==> src/rtl/dot_product_engine_if.sv <==
// Operand-FIFO, control and result signals for dot_product_engine.
// The master side is the environment; the slave side is the engine.
interface dot_product_engine_if #(
    parameter int DATA_WIDTH   = 16,
    parameter int RESULT_WIDTH = 16
);
    logic                    start;
    logic                    fifo_a_empty;
    logic [DATA_WIDTH-1:0]   fifo_a_dout;
    logic                    fifo_a_rd_en;
    logic                    fifo_b_empty;
    logic [DATA_WIDTH-1:0]   fifo_b_dout;
    logic                    fifo_b_rd_en;
    logic                    busy;
    logic [RESULT_WIDTH-1:0] dot_product_result;
    logic                    result_valid;

    modport master (
        output start,
        output fifo_a_empty,
        output fifo_a_dout,
        input  fifo_a_rd_en,
        output fifo_b_empty,
        output fifo_b_dout,
        input  fifo_b_rd_en,
        input  busy,
        input  dot_product_result,
        input  result_valid
    );

    modport slave (
        input  start,
        input  fifo_a_empty,
        input  fifo_a_dout,
        output fifo_a_rd_en,
        input  fifo_b_empty,
        input  fifo_b_dout,
        output fifo_b_rd_en,
        output busy,
        output dot_product_result,
        output result_valid
    );
endinterface

==> src/rtl/dot_product_engine.sv <==
// Streaming signed multiply-accumulate over VEC_LEN operand pairs popped from two
// FIFOs; the full-precision sum is saturated to RESULT_WIDTH and strobed out.
module dot_product_engine #(
    parameter int DATA_WIDTH   = 16,
    parameter int VEC_LEN      = 4,
    parameter int RESULT_WIDTH = 16
) (
    input  logic                 clk,
    input  logic                 rst,
    dot_product_engine_if.slave  bus
);
    localparam int ACC_WIDTH = 2*DATA_WIDTH + $clog2(VEC_LEN) + 1;
    localparam int CNT_WIDTH = $clog2(VEC_LEN + 1);
    localparam int PROD_WIDTH = 2*DATA_WIDTH;

    localparam logic signed [ACC_WIDTH-1:0] SAT_MAX =
        {{(ACC_WIDTH-RESULT_WIDTH+1){1'b0}}, {(RESULT_WIDTH-1){1'b1}}};
    localparam logic signed [ACC_WIDTH-1:0] SAT_MIN =
        {{(ACC_WIDTH-RESULT_WIDTH+1){1'b1}}, {(RESULT_WIDTH-1){1'b0}}};

    typedef enum logic {
        IDLE = 1'b0,
        RUN  = 1'b1
    } state_t;

    state_t                         state_q, state_d;
    logic signed [ACC_WIDTH-1:0]    acc_q, acc_d;
    logic [CNT_WIDTH-1:0]           issued_q, issued_d;
    logic [CNT_WIDTH-1:0]           accum_q, accum_d;
    logic                           dvalid_q, dvalid_d;
    logic [RESULT_WIDTH-1:0]        result_q, result_d;
    logic                           result_valid_q, result_valid_d;

    logic                           rd_en;
    logic signed [PROD_WIDTH-1:0]   product;
    logic signed [ACC_WIDTH-1:0]    acc_sum;
    logic                           last_elem;

    function automatic logic [RESULT_WIDTH-1:0] saturate(input logic signed [ACC_WIDTH-1:0] v);
        if (v > SAT_MAX)
            return SAT_MAX[RESULT_WIDTH-1:0];
        else if (v < SAT_MIN)
            return SAT_MIN[RESULT_WIDTH-1:0];
        else
            return v[RESULT_WIDTH-1:0];
    endfunction

    // Both FIFOs pop in lockstep, and only while reads remain outstanding.
    assign rd_en = (state_q == RUN) && !bus.fifo_a_empty && !bus.fifo_b_empty
                   && (issued_q < CNT_WIDTH'(VEC_LEN));

    assign product   = $signed(bus.fifo_a_dout) * $signed(bus.fifo_b_dout);
    assign acc_sum   = acc_q + {{(ACC_WIDTH-PROD_WIDTH){product[PROD_WIDTH-1]}}, product};
    assign last_elem = dvalid_q && (accum_q == CNT_WIDTH'(VEC_LEN - 1));

    always_comb begin
        state_d        = state_q;
        acc_d          = acc_q;
        issued_d       = issued_q;
        accum_d        = accum_q;
        dvalid_d       = rd_en;
        result_d       = result_q;
        result_valid_d = 1'b0;

        case (state_q)
            IDLE: begin
                if (bus.start) begin
                    state_d  = RUN;
                    acc_d    = '0;
                    issued_d = '0;
                    accum_d  = '0;
                end
            end
            RUN: begin
                if (rd_en)
                    issued_d = issued_q + 1'b1;
                // Read data arrives the cycle after the pop, so issue and accumulate overlap.
                if (dvalid_q) begin
                    acc_d   = acc_sum;
                    accum_d = accum_q + 1'b1;
                end
                if (last_elem) begin
                    result_d       = saturate(acc_sum);
                    result_valid_d = 1'b1;
                    state_d        = IDLE;
                end
            end
            default: state_d = IDLE;
        endcase
    end

    always_ff @(posedge clk) begin
        if (rst) begin
            state_q        <= IDLE;
            acc_q          <= '0;
            issued_q       <= '0;
            accum_q        <= '0;
            dvalid_q       <= 1'b0;
            result_q       <= '0;
            result_valid_q <= 1'b0;
        end else begin
            state_q        <= state_d;
            acc_q          <= acc_d;
            issued_q       <= issued_d;
            accum_q        <= accum_d;
            dvalid_q       <= dvalid_d;
            result_q       <= result_d;
            result_valid_q <= result_valid_d;
        end
    end

    assign bus.fifo_a_rd_en       = rd_en;
    assign bus.fifo_b_rd_en       = rd_en;
    assign bus.busy               = (state_q != IDLE);
    assign bus.dot_product_result = result_q;
    assign bus.result_valid       = result_valid_q;
endmodule

==> src/flat_wrapper.sv <==
// flat-port wrapper written by rule: the top's interface ports become plain ports
module dot_product_engine_flat 
#(
    parameter int DATA_WIDTH   = 16,
    parameter int VEC_LEN      = 4,
    parameter int RESULT_WIDTH = 16
)
  (clk, rst, bus_start, bus_fifo_a_empty, bus_fifo_a_dout, bus_fifo_a_rd_en, bus_fifo_b_empty, bus_fifo_b_dout, bus_fifo_b_rd_en, bus_busy, bus_dot_product_result, bus_result_valid);
  dot_product_engine_if #(.DATA_WIDTH(DATA_WIDTH), .RESULT_WIDTH(RESULT_WIDTH)) bus_i ();
  input  logic clk;
  input  logic rst;
  input wire logic [$bits(bus_i.start)-1:0] bus_start;
  input wire logic [$bits(bus_i.fifo_a_empty)-1:0] bus_fifo_a_empty;
  input wire logic [$bits(bus_i.fifo_a_dout)-1:0] bus_fifo_a_dout;
  output wire logic [$bits(bus_i.fifo_a_rd_en)-1:0] bus_fifo_a_rd_en;
  input wire logic [$bits(bus_i.fifo_b_empty)-1:0] bus_fifo_b_empty;
  input wire logic [$bits(bus_i.fifo_b_dout)-1:0] bus_fifo_b_dout;
  output wire logic [$bits(bus_i.fifo_b_rd_en)-1:0] bus_fifo_b_rd_en;
  output wire logic [$bits(bus_i.busy)-1:0] bus_busy;
  output wire logic [$bits(bus_i.dot_product_result)-1:0] bus_dot_product_result;
  output wire logic [$bits(bus_i.result_valid)-1:0] bus_result_valid;
  assign bus_i.start = bus_start;
  assign bus_i.fifo_a_empty = bus_fifo_a_empty;
  assign bus_i.fifo_a_dout = bus_fifo_a_dout;
  assign bus_fifo_a_rd_en = bus_i.fifo_a_rd_en;
  assign bus_i.fifo_b_empty = bus_fifo_b_empty;
  assign bus_i.fifo_b_dout = bus_fifo_b_dout;
  assign bus_fifo_b_rd_en = bus_i.fifo_b_rd_en;
  assign bus_busy = bus_i.busy;
  assign bus_dot_product_result = bus_i.dot_product_result;
  assign bus_result_valid = bus_i.result_valid;
  dot_product_engine #(.DATA_WIDTH(DATA_WIDTH), .VEC_LEN(VEC_LEN), .RESULT_WIDTH(RESULT_WIDTH)) u_core (.clk(clk), .rst(rst), .bus(bus_i));
endmodule
==> config.mk <==
export PLATFORM = sky130hd
export DESIGN_NAME = dot_product_engine_flat
export DESIGN_NICKNAME = d
export VERILOG_FILES = /design/src/rtl/dot_product_engine_if.sv /design/src/rtl/dot_product_engine.sv /design/src/flat_wrapper.sv
export SDC_FILE = /design/constraint.sdc
export NUM_CORES = 1
export LEC_CHECK = 0
export CORE_MARGIN = 2
export CORE_UTILIZATION = 45
export DETAILED_ROUTE_END_ITERATION = 8
export GPL_TIMING_DRIVEN = 0
export PLACE_DENSITY_LB_ADDON = 0.1
export SLEW_MARGIN = 0
export SYNTH_ARGS = -nofsm -noshare
export SYNTH_HDL_FRONTEND = slang
export SYNTH_SLANG_ARGS = --single-unit
export TNS_END_PERCENT = 5
==> constraint.sdc <==
create_clock -name clk -period 32.1 [get_ports clk]
set_input_delay 6.42 -clock clk [delete_from_list [all_inputs] [get_ports clk]]
set_output_delay 6.42 -clock clk [all_outputs]
set_load 0.01 [all_outputs]
==> flow_summary_export.csv <==
group,metric,value,unit
yosys,synth_common_cells,"290 x inv_1, 263 x fa_1, 171 x nand2_1",
yosys,ys.flop_type,"dfxtp_1",
yosys,syn_nets,2084,
yosys,synth-compound-area-share,0.132,
clock_tree,ctsHoldBuffers,0,
grt,antenna_found_initial,1,
clock_tree,cts_max_path_buffers,2,
setup_path,start_kind,"input port",
clock_tree,numClockSinks,60,
grt,grt_pass1_wl,61.5,mm
yosys,syn_inst,1662,
grt,grt_pass1_vias,11500,
sta,rsz0062_at_grt,"false",
setup_path,crit_path_end_kind,"flop",
floorplan,placementRows,65,
cells_and_area,drive_above_1_share,0.0289,
routing,avgRoutedWirePerCell,17.8,um
min_path,hold_path.class,"flop to flop",
yosys,yosysMostFrequentCell,"inv_1",
cells_and_area,diodes,0,
setup_path,cp_data_required_time,32290,ps
sta,skew,9.80,ps
routing,vias,11600,
routing,drc_errors,0,
yosys,synth_top_area_frac,0.365,
cells_and_area,syn2layout_area_growth,9.34,%
cells_and_area,nets,2150,
sta,worstMarginPinSlew,1180,ps
grt,grt_start_max_net_pins,11,
sta,hold_violations,0,
setup_path,crit_top_cell,"fa_1",
placed_design,io_buffers,55,
sta,setup_tns,0,ps
sta,relSlewSlack,0.203,
clock_tree,clkTransAtPathRegs,50,ps
floorplan,io_pins,57,
yosys,ys_ff_latch,60,
yosys,synth_top_area_cell,"fa_1",
yosys,yosys_warnings,0,
yosys,synth_area,14400,um^2
yosys,avgSynthCellArea,8.68,um^2
setup_path,worst_path_largest_cell_delay,800,ps
run,drv_cap,0,
yosys,yosysUniqueCellTypes,80,
yosys,async_reset_ff_frac,0,
floorplan,coreArea,31600,um^2
clock_tree,cts_setup_buffers,0,
routing,first_pass_iters,5,
grt,grt_usage,0.236,
sta,slew_violations,0,
clock_tree,cts_tree,"done",
clock_tree,cts-root-buf,"clkbuf_16",
yosys,synth_mux_area_frac,0.00286,
sta,setup_violations,0,
floorplan,die_y,183,um
clock_tree,htreeDepth,3,
floorplan,initial_core_util,0.457,
grt,grt.overflow.total,0,
sta,fin_crit,16560,ps
setup_path,crit_arrival,16750,ps
routing,drt_iter0_markers,817,
routing,routed_wl,38.0,mm
sta,timing.fmax,60.4,MHz
clock_tree,cts_resized,0,
sta,final.period_utilization,0.516,
yosys,synth_fa_ha_area_frac,0.471,
setup_path,crit_fanout,10,
setup_path,worst-path-buf-inv,6,
yosys,synthSimpleGateAreaFrac,0.185,
routing,avgViaCountPerCell,5.42,
clock_tree,numCtsBuffers,9,
yosys,synthXorXnorAreaFrac,0.0333,
setup_path,path_class,"input port to flop",
routing,ant_nets,0,
yosys,seq_area_frac_synth,0.0833,
placed_design,dpl.hpwl,32.3,mm
setup_path,critPathTopFamily,"compound AO/OA/AOI/OAI gates",
outcome,outcome,"complete, no violations",
floorplan,die_width,183,um
yosys,synth_edf_count,0,
floorplan,die_area,33500,um^2
placed_design,gp_congestion,0.912,
setup_path,crit_slowest_cell,"a2111oi_0",
yosys,netlist_top_cells_area,"fa_1 37%, ha_1 11%, dfxtp_1 8.3%, inv_1 7.5%, and2_1 5.7%",
clock_tree,clock_latency,340,ps
yosys,synth_top_family_by_area,"adder cells",
## metal layers
| metal | vias to the layer above | global-route usage | routed length, um |
|---|---|---|---|
| met3 | 39 | 0.0310 | 1800 |
| met4 | 0 | 0.0349 | 512 |
| met1 | 5816 | 0.339 | 17300 |
| met2 | 244 | 0.390 | 18400 |
| li1 | 5463 | - | - |
| met5 | - | 0 | 0 |
## per-stage QoR
| step | instance area [um^2] | worst slack, ps | cells | hold slack [ps] | util |
|---|---|---|---|---|---|
| after floorplan | 14400 | 17390 | 1662 | 436 | - |
| after global placement | 15500 | 15380 | 2119 | 453 | 0.490 |
| after detailed placement | 15500 | 15340 | 2119 | 462 | 0.490 |
| after CTS | 15800 | 15680 | 2134 | 470 | 0.500 |
| after global routing | 15800 | 14920 | 2134 | 505 | 0.500 |
| final | 15800 | 15540 | 2134 | 468 | 0.500 |
## state kept, by name, summed over array words and instances, names as in the netlist
name	flops
u_core.acc_q	35
u_core.accum_q	3
u_core.bus.busy	1
u_core.bus.dot_product_result	16
u_core.bus.result_valid	1
u_core.dvalid_q	1
u_core.issued_q	3
## layout make-up
class	instances	area (um^2)
sequential	60	1200
multi-input combinational	1250	11900
inverter	290	1090
tap	402	503
fill	3134	15800
timing repair buffer	55	551
clock buffer	11	243
buffer	62	253
clock inverter	4	50.0
## worst paths after layout
| kind | slack [ps] | depth (start not counted) | from | endpoint |
|---|---|---|---|---|
| worst max-delay path | 15540 | 32 | bus_fifo_a_dout[4] | u_core.bus.dot_product_result[8] |
| worst min-delay path | 470 | 2 | u_core.acc_q[26] | u_core.acc_q[26] |
| worst max register to register | 27840 | 13 | u_core.acc_q[0] | u_core.bus.dot_product_result[8] |
| worst min register to register | 470 | 2 | u_core.acc_q[26] | u_core.acc_q[26] |
## kinds of logic (layout without fill, tap and decap cells)
logic type      count (synthesis)  in the layout
mux                             4              4
buf+inv                       352            422
compound gates                264            264
xor+xnor                       54             54
simple gates                  543            543
flops                          60             60
fa+ha+maj                     385            385
## cells in the final DEF (no fill, tap or decap), types with 22 or more instances in the layout
master and n:
a21o_1 30, a21oi_1 65, a22oi_1 22, and2_1 132, clkbuf_1 53, clkdlybuf4s50_1 55, dfxtp_1 60, fa_1 263
ha_1 122, inv_1 290, nand2_1 171, nor2_1 131, o21ai_0 33, xnor2_1 40
## worst reg2reg max path, cell delays in order, from the launching register on
cell     delay [ps]
dfxtp_1         330
ha_1            190
fa_1            270
a211o_1         190
a21oi_1         100
o31ai_1         870
a22oi_2         270
or3_1           440
a32o_1          230
nor4_1          390
nand4_1         200
o21ai_2         200
buf_4           290
o32ai_2         120
Power is left out: the tool's default activity adds up to more than one toggle a clock period on the data nets, which glitch-free logic cannot reach.
